===== src/rtl/gru_dh_dw_update_pkg.sv =====
// ---------------------------------------------------------------------------
// gru_fx_pkg
// Shared fixed-point definitions for the GRU backprop stages: default word
// and fraction widths, the unity constant, clamp limits, a saturating
// narrowing helper and the state encoding of the dh/dW update sequencer.
// No ports (package).
// ---------------------------------------------------------------------------
package gru_fx_pkg;

    localparam int DATABIT = 16;
    localparam int FRAC    = 12;

    localparam logic signed [DATABIT-1:0] ONE  = 16'sh1000;
    localparam logic signed [DATABIT-1:0] MAXV = 16'sh7FFF;
    localparam logic signed [DATABIT-1:0] MINV = 16'sh8000;

    // Sequencer states: one arithmetic step per state, DONE waits on out_ready.
    typedef enum logic [2:0] {
        ST_IDLE = 3'd0,
        ST_LOAD = 3'd1,
        ST_M1   = 3'd2,
        ST_M2   = 3'd3,
        ST_M3   = 3'd4,
        ST_ADD  = 3'd5,
        ST_DONE = 3'd6
    } gru_state_e;

    // Narrow a one-bit-wider sum/difference back to DATABIT with clamping.
    // Overflow shows up as the two top bits disagreeing.
    function automatic logic signed [DATABIT-1:0] sat(input logic signed [DATABIT:0] v);
        if (v[DATABIT] != v[DATABIT-1])
            sat = v[DATABIT] ? MINV : MAXV;
        else
            sat = v[DATABIT-1:0];
    endfunction

endpackage


===== src/rtl/gru_dh_dw_update_if.sv =====
// ---------------------------------------------------------------------------
// gru_dh_dw_update_if
// Bundle of the request/response signals of the dh/dW update stage.
//   Request : in_valid, in_ready, acc_mode, n, xt, htb, ht1, zt, f3
//   Response: out_valid, out_ready, result, sat_flag
// Handshake: a transfer happens on a rising edge where valid and ready are
// both high; a producer holds valid (and its data) until that edge and never
// makes valid depend on ready.
// Modports: master = upstream/downstream side, slave = the update block.
// ---------------------------------------------------------------------------
interface gru_dh_dw_update_if #(
    parameter int DATABIT = 16,
    parameter int HNUM    = 4
);
    localparam int NW = $clog2(HNUM);

    logic                      in_valid;
    logic                      in_ready;
    logic                      acc_mode;
    logic [NW-1:0]             n;
    logic [DATABIT-1:0]        xt;
    logic [HNUM*DATABIT-1:0]   htb;
    logic [HNUM*DATABIT-1:0]   ht1;
    logic [HNUM*DATABIT-1:0]   zt;
    logic [HNUM*DATABIT-1:0]   f3;
    logic                      out_valid;
    logic                      out_ready;
    logic [HNUM*DATABIT-1:0]   result;
    logic                      sat_flag;

    modport master (
        output in_valid, acc_mode, n, xt, htb, ht1, zt, f3, out_ready,
        input  in_ready, out_valid, result, sat_flag
    );

    modport slave (
        input  in_valid, acc_mode, n, xt, htb, ht1, zt, f3, out_ready,
        output in_ready, out_valid, result, sat_flag
    );
endinterface


===== src/rtl/gru_dh_dw_update_qmul.sv =====
// ---------------------------------------------------------------------------
// gru_qmul
// Combinational signed fixed-point multiply: full-width product, arithmetic
// right shift by FRAC (floor), clamp to the DATABIT range.
//   i_a, i_b : signed operands
//   o_p      : saturated product
//   o_ovf    : high when the clamp engaged
// ---------------------------------------------------------------------------
module gru_qmul #(
    parameter int DATABIT = 16,
    parameter int FRAC    = 12
) (
    input  logic signed [DATABIT-1:0] i_a,
    input  logic signed [DATABIT-1:0] i_b,
    output logic signed [DATABIT-1:0] o_p,
    output logic                      o_ovf
);
    logic signed [2*DATABIT-1:0] w_prod;
    logic signed [2*DATABIT-1:0] w_sh;
    logic        [DATABIT:0]     w_top;

    // Sign-extend explicitly so the product is computed at full width.
    assign w_prod = $signed({{DATABIT{i_a[DATABIT-1]}}, i_a}) *
                    $signed({{DATABIT{i_b[DATABIT-1]}}, i_b});
    assign w_sh   = w_prod >>> FRAC;
    // Fits in DATABIT only if every bit from the sign down to DATABIT-1 agrees.
    assign w_top  = w_sh[2*DATABIT-1:DATABIT-1];
    assign o_ovf  = !((&w_top) | ~(|w_top));
    assign o_p    = o_ovf ? (w_sh[2*DATABIT-1] ? {1'b1, {(DATABIT-1){1'b0}}}
                                               : {1'b0, {(DATABIT-1){1'b1}}})
                          : w_sh[DATABIT-1:0];
endmodule


===== src/rtl/gru_dh_dw_update.sv =====
// ---------------------------------------------------------------------------
// gru_dh_dw_update
// Adds the A-term xt*(htb_n-ht1_n)*zt_n*(1-zt_n) of the selected hidden unit
// n onto the upstream f3 vector, optionally accumulating into a per-lane bank
// across timesteps. One shared saturating multiplier, stepped by a small FSM.
//   clk, rst     : clock, asynchronous active-high reset
//   clr          : synchronous clear of the accumulator bank
//   bus (slave)  : request (xt, n, htb, ht1, zt, f3, acc_mode) and
//                  response (result, sat_flag) with valid/ready handshakes
//   o_dbg_state  : current FSM state for observation
// ---------------------------------------------------------------------------
module gru_dh_dw_update #(
    parameter int DATABIT = gru_fx_pkg::DATABIT,
    parameter int FRAC    = gru_fx_pkg::FRAC,
    parameter int HNUM    = 4
) (
    input  logic                   clk,
    input  logic                   rst,
    input  logic                   clr,
    gru_dh_dw_update_if.slave      bus,
    output logic [2:0]             o_dbg_state
);
    localparam int NW = $clog2(HNUM);

    localparam logic [2:0] S_IDLE = gru_fx_pkg::ST_IDLE;
    localparam logic [2:0] S_LOAD = gru_fx_pkg::ST_LOAD;
    localparam logic [2:0] S_M1   = gru_fx_pkg::ST_M1;
    localparam logic [2:0] S_M2   = gru_fx_pkg::ST_M2;
    localparam logic [2:0] S_M3   = gru_fx_pkg::ST_M3;
    localparam logic [2:0] S_ADD  = gru_fx_pkg::ST_ADD;
    localparam logic [2:0] S_DONE = gru_fx_pkg::ST_DONE;

    localparam logic signed [DATABIT-1:0] ONE = {{(DATABIT-1){1'b0}}, 1'b1} << FRAC;

    function automatic logic signed [DATABIT-1:0] sat_w(input logic signed [DATABIT:0] v);
        if (v[DATABIT] != v[DATABIT-1])
            sat_w = v[DATABIT] ? {1'b1, {(DATABIT-1){1'b0}}} : {1'b0, {(DATABIT-1){1'b1}}};
        else
            sat_w = v[DATABIT-1:0];
    endfunction

    function automatic logic clip_w(input logic signed [DATABIT:0] v);
        return v[DATABIT] ^ v[DATABIT-1];
    endfunction

    logic [2:0]                r_state;
    logic                      r_acc_mode;
    logic [NW-1:0]             r_n;
    logic signed [DATABIT-1:0] r_xt, r_htb, r_ht1, r_zt;
    logic signed [DATABIT-1:0] r_d, r_om, r_p1, r_p2, r_a;
    logic [HNUM*DATABIT-1:0]   r_f3;
    logic [HNUM*DATABIT-1:0]   r_acc;
    logic [HNUM*DATABIT-1:0]   r_result;
    logic                      r_out_valid;
    logic                      r_sat;

    logic signed [DATABIT-1:0] w_sel_htb, w_sel_ht1, w_sel_zt;
    logic signed [DATABIT:0]   w_d_wide, w_om_wide;
    logic signed [DATABIT-1:0] w_qa, w_qb, w_q;
    logic                      w_q_ovf;
    logic signed [DATABIT:0]   w_t1 [HNUM];
    logic signed [DATABIT:0]   w_t2 [HNUM];
    logic signed [DATABIT-1:0] w_s1 [HNUM];
    logic signed [DATABIT-1:0] w_ak [HNUM];
    logic signed [DATABIT-1:0] w_fk [HNUM];
    logic signed [DATABIT-1:0] w_bk [HNUM];
    logic [HNUM*DATABIT-1:0]   w_s;
    logic                      w_add_clip;

    // Lane n of the per-unit vectors; an out-of-range n selects zeros, which
    // walks a zero A-term through the multiplier without any clamp.
    always_comb begin
        w_sel_htb = '0;
        w_sel_ht1 = '0;
        w_sel_zt  = '0;
        for (int k = 0; k < HNUM; k++) begin
            if (bus.n == NW'(k)) begin
                w_sel_htb = bus.htb[k*DATABIT +: DATABIT];
                w_sel_ht1 = bus.ht1[k*DATABIT +: DATABIT];
                w_sel_zt  = bus.zt[k*DATABIT +: DATABIT];
            end
        end
    end

    assign w_d_wide  = {r_htb[DATABIT-1], r_htb} - {r_ht1[DATABIT-1], r_ht1};
    assign w_om_wide = {ONE[DATABIT-1], ONE} - {r_zt[DATABIT-1], r_zt};

    // Operand routing for the single shared multiplier.
    always_comb begin
        w_qa = '0;
        w_qb = '0;
        case (r_state)
            S_M1: begin w_qa = r_zt; w_qb = r_om; end
            S_M2: begin w_qa = r_d;  w_qb = r_p1; end
            S_M3: begin w_qa = r_p2; w_qb = r_xt; end
            default: ;
        endcase
    end

    gru_qmul #(.DATABIT(DATABIT), .FRAC(FRAC)) u_qmul (
        .i_a   (w_qa),
        .i_b   (w_qb),
        .o_p   (w_q),
        .o_ovf (w_q_ovf)
    );

    // Lane sums for the ADD step; the A-term lands only on lane r_n.
    always_comb begin
        w_add_clip = 1'b0;
        w_s        = '0;
        for (int k = 0; k < HNUM; k++) begin
            w_fk[k] = r_f3[k*DATABIT +: DATABIT];
            w_bk[k] = r_acc[k*DATABIT +: DATABIT];
            w_ak[k] = (r_n == NW'(k)) ? r_a : '0;
            w_t1[k] = {w_fk[k][DATABIT-1], w_fk[k]} + {w_ak[k][DATABIT-1], w_ak[k]};
            w_s1[k] = sat_w(w_t1[k]);
            w_add_clip = w_add_clip | clip_w(w_t1[k]);
            w_t2[k] = '0;
            if (r_acc_mode) begin
                w_t2[k] = {w_bk[k][DATABIT-1], w_bk[k]} + {w_s1[k][DATABIT-1], w_s1[k]};
                w_add_clip = w_add_clip | clip_w(w_t2[k]);
                w_s[k*DATABIT +: DATABIT] = sat_w(w_t2[k]);
            end else begin
                w_s[k*DATABIT +: DATABIT] = w_s1[k];
            end
        end
    end

    always_ff @(posedge clk or posedge rst) begin
        if (rst) begin
            r_state     <= S_IDLE;
            r_acc_mode  <= 1'b0;
            r_n         <= '0;
            r_xt        <= '0;
            r_htb       <= '0;
            r_ht1       <= '0;
            r_zt        <= '0;
            r_d         <= '0;
            r_om        <= '0;
            r_p1        <= '0;
            r_p2        <= '0;
            r_a         <= '0;
            r_f3        <= '0;
            r_result    <= '0;
            r_out_valid <= 1'b0;
            r_sat       <= 1'b0;
        end else begin
            case (r_state)
                S_IDLE: if (bus.in_valid) begin
                    r_xt       <= bus.xt;
                    r_n        <= bus.n;
                    r_acc_mode <= bus.acc_mode;
                    r_htb      <= w_sel_htb;
                    r_ht1      <= w_sel_ht1;
                    r_zt       <= w_sel_zt;
                    r_f3       <= bus.f3;
                    r_sat      <= 1'b0;
                    r_state    <= S_LOAD;
                end
                S_LOAD: begin
                    r_d     <= sat_w(w_d_wide);
                    r_om    <= sat_w(w_om_wide);
                    r_sat   <= r_sat | clip_w(w_d_wide) | clip_w(w_om_wide);
                    r_state <= S_M1;
                end
                S_M1: begin
                    r_p1    <= w_q;
                    r_sat   <= r_sat | w_q_ovf;
                    r_state <= S_M2;
                end
                S_M2: begin
                    r_p2    <= w_q;
                    r_sat   <= r_sat | w_q_ovf;
                    r_state <= S_M3;
                end
                S_M3: begin
                    r_a     <= w_q;
                    r_sat   <= r_sat | w_q_ovf;
                    r_state <= S_ADD;
                end
                S_ADD: begin
                    r_result    <= w_s;
                    r_out_valid <= 1'b1;
                    r_sat       <= r_sat | w_add_clip;
                    r_state     <= S_DONE;
                end
                S_DONE: if (bus.out_ready) begin
                    r_out_valid <= 1'b0;
                    r_state     <= S_IDLE;
                end
                default: r_state <= S_IDLE;
            endcase
        end
    end

    // Accumulator bank: clr takes priority over the ADD-step write.
    always_ff @(posedge clk or posedge rst) begin
        if (rst)
            r_acc <= '0;
        else if (clr)
            r_acc <= '0;
        else if (r_state == S_ADD && r_acc_mode)
            r_acc <= w_s;
    end

    assign bus.in_ready  = (r_state == S_IDLE) && !rst;
    assign bus.out_valid = r_out_valid;
    assign bus.result    = r_result;
    assign bus.sat_flag  = r_sat;
    assign o_dbg_state   = r_state;
endmodule

===== src/flat_wrapper.sv =====
// flat-port wrapper written by rule: the top's interface ports become plain ports
module gru_dh_dw_update_flat 
#(
    parameter int DATABIT = gru_fx_pkg::DATABIT,
    parameter int FRAC    = gru_fx_pkg::FRAC,
    parameter int HNUM    = 4
)
  (clk, rst, clr, o_dbg_state, bus_in_valid, bus_acc_mode, bus_n, bus_xt, bus_htb, bus_ht1, bus_zt, bus_f3, bus_out_ready, bus_in_ready, bus_out_valid, bus_result, bus_sat_flag);
  gru_dh_dw_update_if #(.DATABIT(DATABIT), .HNUM(HNUM)) bus_i ();
  input  logic clk;
  input  logic rst;
  input  logic clr;
  output logic [2:0] o_dbg_state;
  input wire logic [$bits(bus_i.in_valid)-1:0] bus_in_valid;
  input wire logic [$bits(bus_i.acc_mode)-1:0] bus_acc_mode;
  input wire logic [$bits(bus_i.n)-1:0] bus_n;
  input wire logic [$bits(bus_i.xt)-1:0] bus_xt;
  input wire logic [$bits(bus_i.htb)-1:0] bus_htb;
  input wire logic [$bits(bus_i.ht1)-1:0] bus_ht1;
  input wire logic [$bits(bus_i.zt)-1:0] bus_zt;
  input wire logic [$bits(bus_i.f3)-1:0] bus_f3;
  input wire logic [$bits(bus_i.out_ready)-1:0] bus_out_ready;
  output wire logic [$bits(bus_i.in_ready)-1:0] bus_in_ready;
  output wire logic [$bits(bus_i.out_valid)-1:0] bus_out_valid;
  output wire logic [$bits(bus_i.result)-1:0] bus_result;
  output wire logic [$bits(bus_i.sat_flag)-1:0] bus_sat_flag;
  assign bus_i.in_valid = bus_in_valid;
  assign bus_i.acc_mode = bus_acc_mode;
  assign bus_i.n = bus_n;
  assign bus_i.xt = bus_xt;
  assign bus_i.htb = bus_htb;
  assign bus_i.ht1 = bus_ht1;
  assign bus_i.zt = bus_zt;
  assign bus_i.f3 = bus_f3;
  assign bus_i.out_ready = bus_out_ready;
  assign bus_in_ready = bus_i.in_ready;
  assign bus_out_valid = bus_i.out_valid;
  assign bus_result = bus_i.result;
  assign bus_sat_flag = bus_i.sat_flag;
  gru_dh_dw_update #(.DATABIT(DATABIT), .FRAC(FRAC), .HNUM(HNUM)) u_core (.clk(clk), .rst(rst), .clr(clr), .bus(bus_i), .o_dbg_state(o_dbg_state));
endmodule

===== config.mk =====
export PLATFORM = sky130hd
export DESIGN_NAME = gru_dh_dw_update_flat
export DESIGN_NICKNAME = d
export VERILOG_FILES = /design/src/rtl/gru_dh_dw_update_pkg.sv /design/src/rtl/gru_dh_dw_update_if.sv /design/src/rtl/gru_dh_dw_update_qmul.sv /design/src/rtl/gru_dh_dw_update.sv /design/src/flat_wrapper.sv
export SDC_FILE = /design/constraint.sdc
export NUM_CORES = 2
export LEC_CHECK = 0
export CORE_MARGIN = 4
export CORE_UTILIZATION = 30
export CTS_BUF_LIST = sky130_fd_sc_hd__clkbuf_16
export CTS_CLUSTER_DIAMETER = 30
export DETAILED_ROUTE_END_ITERATION = 8
export GPL_ROUTABILITY_DRIVEN = 0
export SLEW_MARGIN = 20
export SYNTH_ARGS = -nofsm -noshare
export SYNTH_HDL_FRONTEND = slang
export SYNTH_HIERARCHICAL = 1
export SYNTH_SLANG_ARGS = --single-unit

===== constraint.sdc =====
create_clock -name clk -period 14.25 [get_ports clk]
set_input_delay 2.1375 -clock clk [delete_from_list [all_inputs] [get_ports clk]]
set_output_delay 2.1375 -clock clk [all_outputs]
set_load 0.05 [all_outputs]

Word level (Yosys, flattened, before mapping)

Index checks and enable logic that the tools add are counted.

Output and inout bits: 70
Bits in read-only memories: 0
Latch bits: 0
Bits of input ports: 280
Word-level logic and storage cells: 149
RAM bits: 0
Register bits after elaboration: 344
Memories kept: 0

Shift-type cells: 0
Add/sub/neg operators: 10
Equal/unequal tests: 24
Mux-type cells: 57
Reduce and logical (&&, ||, !) cells: 17
Divide/modulo/power cells: 0
Bitwise operators: 23
$lt $le $gt $ge: 0
Multipliers: 1

Operator list:

| cell                                                                  | number |
|---|---|
| 16-bit two-way mux                                                    | 42 |
| 16-bit by 16-bit adder with 17-bit output                             | 8 |
| 64-bit two-way mux                                                    | 2 |
| 16-bit case mux with 3 select lines                                   | 2 |
| 16-bit by 16-bit multiplier with 32-bit output                        | 1 |
| 3-bit case mux with 7 select lines                                    | 1 |
| 14-bit by 16-bit subtractor with 17-bit output (first input constant) | 1 |
| 16-bit by 16-bit subtractor with 17-bit output                        | 1 |
| 1-bit OR                                                              | 12 |
| 1-bit inequality test                                                 | 10 |
| 1-bit bitwise XOR                                                     | 10 |
| 3-bit == test (second input constant)                                 | 3 |
| 2-bit == test (second input constant)                                 | 4 |
| 2-bit AND reduction                                                   | 4 |
| 3-bit by 2-bit == test with 1-bit output (second input constant)      | 2 |
| 1-bit two-way mux                                                     | 6 |
| 3-bit two-way mux                                                     | 2 |
| 5-bit AND reduction                                                   | 1 |
| 5-bit OR reduction                                                    | 1 |
| 2-bit by 1-bit == test with 1-bit output (second input constant)      | 2 |
| 2-bit logical NOT                                                     | 2 |
| 2-bit inequality test (second input constant)                         | 2 |
| 1-bit case mux with 4 select lines                                    | 1 |
| 2-bit nonzero test                                                    | 2 |
| 8 further kinds                                                       | 10 |

Depth between registers and ports, before layout

Word-level depth: 20
Gate-level depth with buffers: 37
Mapped depth without buffers: 31

By module

The synthesis kept the hierarchy.

Modules (own cells, without submodules):

| module           | area an instance (µm²) | times used | cells an instance | sequential area each (µm²) |
|---|---|---|---|---|
| gru_dh_dw_update | 23,667.7               | 1          | 2,545             | 8,608.3 |
| gru_qmul         | 10,124.7               | 1          | 1,118             | 0.0 |

Least setup slack after synthesis

Ideal clock, no wire load.

Path kind: reg2reg
Start: register u_core.r_state[1], in the netlist u_core/o_dbg_state[1]
End: register u_core.r_sat, in the netlist u_core/bus.sat_flag
Arrival: 8.800 ns
Buffers on the path: 6
Required time: 14.120 ns
Setup slack: 5.320 ns
Setup time: 0.130 ns
Clock period less this slack: 8.930 ns
Cell stages (with the launch flop): 38
Cells stage by stage: dfrtp_1 > nor2b_1 > clkbuf_1 > and2_1 > clkbuf_1 > buf_1 > clkbuf_1 > nand2_1 > o21ai_0 > clkbuf_1 > nand2_1 > inv_1 > fa_1 > inv_1 > fa_1 > inv_1 > fa_1 > fa_1 > [... 2 more ...] > inv_1 > fa_1 > ha_1 > clkbuf_1 > nand3_1 > nor2_1 > a221oi_1 > and2_1 > a21oi_1 > nor4_2 > and4b_1 > a21oi_1 > a21o_1 > a211oi_1 > mux2i_1 > o41ai_1 > o211a_1 > o22ai_1

Word-level cells in the longest chain between the ends: 9
Elaborated cells on any way between the ends: 20
Classes of those cells: 1 x mul; 6 x eq/ne; 3 x mux; 3 x bitwise; 7 x reduce/logical

RTL lines:

| what                                                                             | line                                                                      | text |
|---|---|---|
| start, declared                                                                  | gru_dh_dw_update.sv:46                                                    | `logic [2:0] r_state;` |
| start signal, assigned                                                           | gru_dh_dw_update.sv:131                                                   | `r_state <= S_IDLE;` |
| start signal, assigned                                                           | gru_dh_dw_update.sv:158                                                   | `r_state <= S_LOAD;` |
| start signal, assigned                                                           | gru_dh_dw_update.sv:164                                                   | `r_state <= S_M1;` |
| 3-bit == test / 3-bit by 2-bit == test with 1-bit output (equally long branches) | gru_dh_dw_update.sv:92                                                    | `case (r_state)` |
| 16-bit case mux with 3 select lines *                                            | gru_dh_dw_update.sv:92                                                    |  |
| named net u_core.w_qb[2]                                                         | gru_dh_dw_update.sv:59                                                    | `logic signed [DATABIT-1:0] w_qa, w_qb, w_q;` |
| 16-bit by 16-bit multiplier with 32-bit output *                                 | gru_dh_dw_update_qmul.sv:23                                               | `assign w_prod = $signed({{DATABIT{i_a[DATABIT-1]}}, i_a}) *` |
| 5-bit OR reduction                                                               | gru_dh_dw_update_qmul.sv:28                                               | `assign o_ovf = !((&w_top) \| ~(\|w_top));` |
| 1-bit inverter                                                                   | gru_dh_dw_update_qmul.sv:28                                               |  |
| 1-bit OR *                                                                       | gru_dh_dw_update_qmul.sv:28                                               |  |
| 1-bit logical NOT *                                                              | gru_dh_dw_update_qmul.sv:28                                               |  |
| named net u_core.w_q_ovf                                                         | gru_dh_dw_update.sv:60                                                    | `logic w_q_ovf;` |
| 1-bit OR *                                                                       | gru_dh_dw_update.sv:168, gru_dh_dw_update.sv:173, gru_dh_dw_update.sv:178 |  |
| 1-bit case mux with 4 select lines *                                             | gru_dh_dw_update.sv:148                                                   | `case (r_state)` |
| end signal, assigned                                                             | gru_dh_dw_update.sv:168                                                   | `r_sat <= r_sat \| w_q_ovf;` |
| end signal, assigned                                                             | gru_dh_dw_update.sv:173                                                   | `r_sat <= r_sat \| w_q_ovf;` |
| end signal, assigned                                                             | gru_dh_dw_update.sv:178                                                   | `r_sat <= r_sat \| w_q_ovf;` |
| end, declared                                                                    | gru_dh_dw_update.sv:55                                                    | `logic r_sat;` |

The timed path passes the listed nets; every way through them passes the cells marked *.
A chain may end at the register's enable or synchronous reset.

Worst setup path after layout

Start: register u_core.r_state[1], in the netlist u_core/o_dbg_state[1]
End: register u_core.r_sat, in the netlist u_core/bus.sat_flag

Word-level cells in the longest chain between the ends: 9
Elaborated cells on any way between the ends: 20
Classes of those cells: 1 x mul; 6 x eq/ne; 3 x mux; 3 x bitwise; 7 x reduce/logical

RTL lines:

| what                                                                             | line |
|---|---|
| 3-bit == test / 3-bit by 2-bit == test with 1-bit output (equally long branches) | gru_dh_dw_update.sv:92 |
| 16-bit case mux with 3 select lines *                                            | gru_dh_dw_update.sv:92 |
| named net u_core.w_qa[7]                                                         | gru_dh_dw_update.sv:59 |
| 16-bit by 16-bit multiplier with 32-bit output *                                 | gru_dh_dw_update_qmul.sv:23 |
| 5-bit OR reduction                                                               | gru_dh_dw_update_qmul.sv:28 |
| 1-bit inverter                                                                   | gru_dh_dw_update_qmul.sv:28 |
| 1-bit OR *                                                                       | gru_dh_dw_update_qmul.sv:28 |
| 1-bit logical NOT *                                                              | gru_dh_dw_update_qmul.sv:28 |
| named net u_core.w_q_ovf                                                         | gru_dh_dw_update.sv:60 |
| 1-bit OR *                                                                       | gru_dh_dw_update.sv:168, gru_dh_dw_update.sv:173, gru_dh_dw_update.sv:178 |
| 1-bit case mux with 4 select lines *                                             | gru_dh_dw_update.sv:148 |

Marked as above.

==> flow_summary.ini <==
[floorplan]
die_width_um = 343.6
io_pins = 350
placementRows = 122
coreArea_um2 = 111300
die_y_um = 343.6
die-area_um2 = 118100
floorplan.initialDensity_pct = 30.37

[yosys]
syn_nets = 4437
synth.top_cells.by_count = 450 x nand2_1, 361 x inv_1, 344 x dfrtp_1
ys.flop_type = dfrtp_1
post_synthesis_sequential_element_count = 344
synthCells = 3663
synth-async-reset-ratio_pct = 100.0
synth.top_cells.by_area = dfrtp_1 25%, fa_1 16%, ha_1 8.3%, mux2_2 5.3%, nand2_1 5.0%
post-synth-top-area-cell = dfrtp_1
synth-edff-count = 0
syn_avg_cell_area_um2 = 9.225
synth-warning-count = 6
synth.lib_cells_used.distinct = 101
netlist_area_um2 = 33790
synth_top_cell_area_share_pct = 25.47
synthMostInstantiatedCell = nand2_1
synth_sequential_area_ratio_pct = 25.47

[clock_network]
numCtsBuffers = 78
clock-root-buffer = clkbuf_16
postCtsHoldBufs = 0
post_cts_buffers = 0
insertion_delay_ns = 0.62
post_cts_resize_count = 0
h-tree-depth = 3
tritoncts_clock_tree = done
cts.clk_slew.worst_paths_ns = 0.05
clock_sink_count = 344
clockBufferDepth = 3

[worst_setup_path]
rrSetupSlack_ns = 4.00
worstRegToRegCells = 33
reg2reg_from = u_core/o_dbg_state[1]
master_of_the_slowest_instance_on_the_critical_path = and2_1
path_class = flip-flop to flip-flop
timing.critical_path.from_type = flip-flop
crit_arrival_ns = 10.78
critPathLaunch = u_core/o_dbg_state[1]
worst_setup_path_end_kind = flip-flop
reg2reg_to = u_core/bus.sat_flag
critical_path_peak_fanout = 35
crit_required_ns = 14.78
timing.critical_path.slowest_cell_delay_ns = 0.70
critical-path-top-cell-by-count = fa_1

[sta]
period_share_pct = 71.93
rsz0062_at_grt = no
max_slew.worst_pin.slew_ns = 1.143
hold_viol = 0
worst_slew_margin_rel_pct = 23.82
slew_violations = 0
finClkSkew_ns = 0.02471
tns_ns = 0
timing.final.setup_violations = 0
max_clock_freq_mhz = 97.56
min_period_ns = 10.25

[min_path]
min_to = u_core/bus.result[55]
worst_hold_startpoint = u_core/bus.result[55]
hold_depth = 2
min-delay-path-class = flip-flop to flip-flop

[routing]
drt_iter0_drc = 2106
detailed_route_wl_um = 109600
drt-pass1-iter-count = 5
postRouteAntennaNets = 0
wire_per_inst_um = 19.85
dr_total_vias = 28428
post_drt_via_cell_ratio = 5.151
route.detailed.drc = 0

[grt]
grt_pass1_vias = 28920
overflow = 0
antenna_found_initial = 9
maximum_number_of_pins_on_one_net_before_global_route_repair = 134
grt_pass1_wl_um = 170300
grt_usage_pct = 18.50

[final_layout]
final_nets = 4741
drive_gt1_share_pct = 11.22
nFillCells = 11154
areaGrowthSynthToFinish_pct = 22.55

[run]
cap_viol_max_count = 0

[place]
place_hpwl_um = 83690
total_of_buffers_placed_on_input_and_output_ports = 349

[status]
outcome = complete, no violations
==> worst max-delay path by stage <==
stage                           end  slack [ns]  depth (start not counted)
2_1_floorplan  u_core/bus.out_valid        2.58                          1
3_3_place_gp    u_core/bus.sat_flag        4.42                         34
3_5_place_dp    u_core/bus.sat_flag        4.21                         31
4_1_cts         u_core/bus.sat_flag        4.19                         31
5_1_grt         u_core/bus.sat_flag        3.45                         34
6_report        u_core/bus.sat_flag        4.00                         33
==> through the flow <==
stage	std cells	setup slack [ns]	hold WS, ns	cell area (µm²)	util (%)
after detailed placement	5375	4.213	0.4682	38870	34.93
final	5519	4.000	0.4749	41410	37.21
after global routing	5516	3.450	0.5007	41400	37.21
after global placement	5375	4.423	0.4687	38860	34.92
after floorplan	3663	2.576	0.4386	33790	-
after CTS	5516	4.188	0.4802	41400	37.21
==> worst max-delay path: cells and delay by family, from the launching register on <==
kind	cells	cell delay (ns)
adder cells (fa/ha/maj)	7	3.41
flip-flops	1	0.61
AO/OA/AOI/OAI	12	3.04
buffers and inverters	8	1.48
AND/OR/NAND/NOR	6	1.58
==> layout by cell type, fill, tap and decap left out, types with 49 or more instances in the layout <==
master / instances
a21oi_1: 234
and2_1: 173
clkbuf_16: 80
clkdlybuf4s50_1: 346
dfrtp_1: 344
fa_1: 270
ha_1: 224
inv_1: 368
mux2_2: 160
nand2_1: 448
nor2_1: 192
nor3_1: 49
o21ai_0: 206
xnor2_1: 92
xor2_1: 54
==> kinds of logic (layout without fill, tap and decap cells) <==
family | count (synthesis) | in the layout | synth area share (%)
other cells | 0 | 3 | 0
flops | 344 | 344 | 25.47
compound gates | 832 | 832 | 15.78
xor+xnor | 148 | 148 | 3.899
simple gates | 1076 | 1076 | 15.09
fa+ha+maj | 510 | 510 | 24.76
mux | 219 | 219 | 8.857
buf+inv | 534 | 899 | 6.139
==> layout make-up <==
type	count	area, µm²	share of cell area (%)
multi-input cells	2785	23180	55.98
clock inverters	61	534.3	1.290
repair buffers	396	3849	9.294
diodes	3	7.507	0.01813
well taps	1488	1862	4.496
inverters	362	1366	3.299
clock buffers	80	2002	4.834
flip-flops and latches	344	8608	20.79
==> per-layer routing <==
| layer | share of wire, % | track usage [%] | wire [µm] |
|---|---|---|---|
| met5 | 0 | 0 | 0 |
| met4 | 2.1 | 4.327 | 2247 |
| met3 | 7.1 | 3.391 | 7747 |
| met2 | 47 | 30.81 | 51870 |
| met1 | 44 | 25.01 | 47700 |
Power is not shown: default switching activity piles up to over one toggle a cycle in this logic, so the estimate is an artifact.
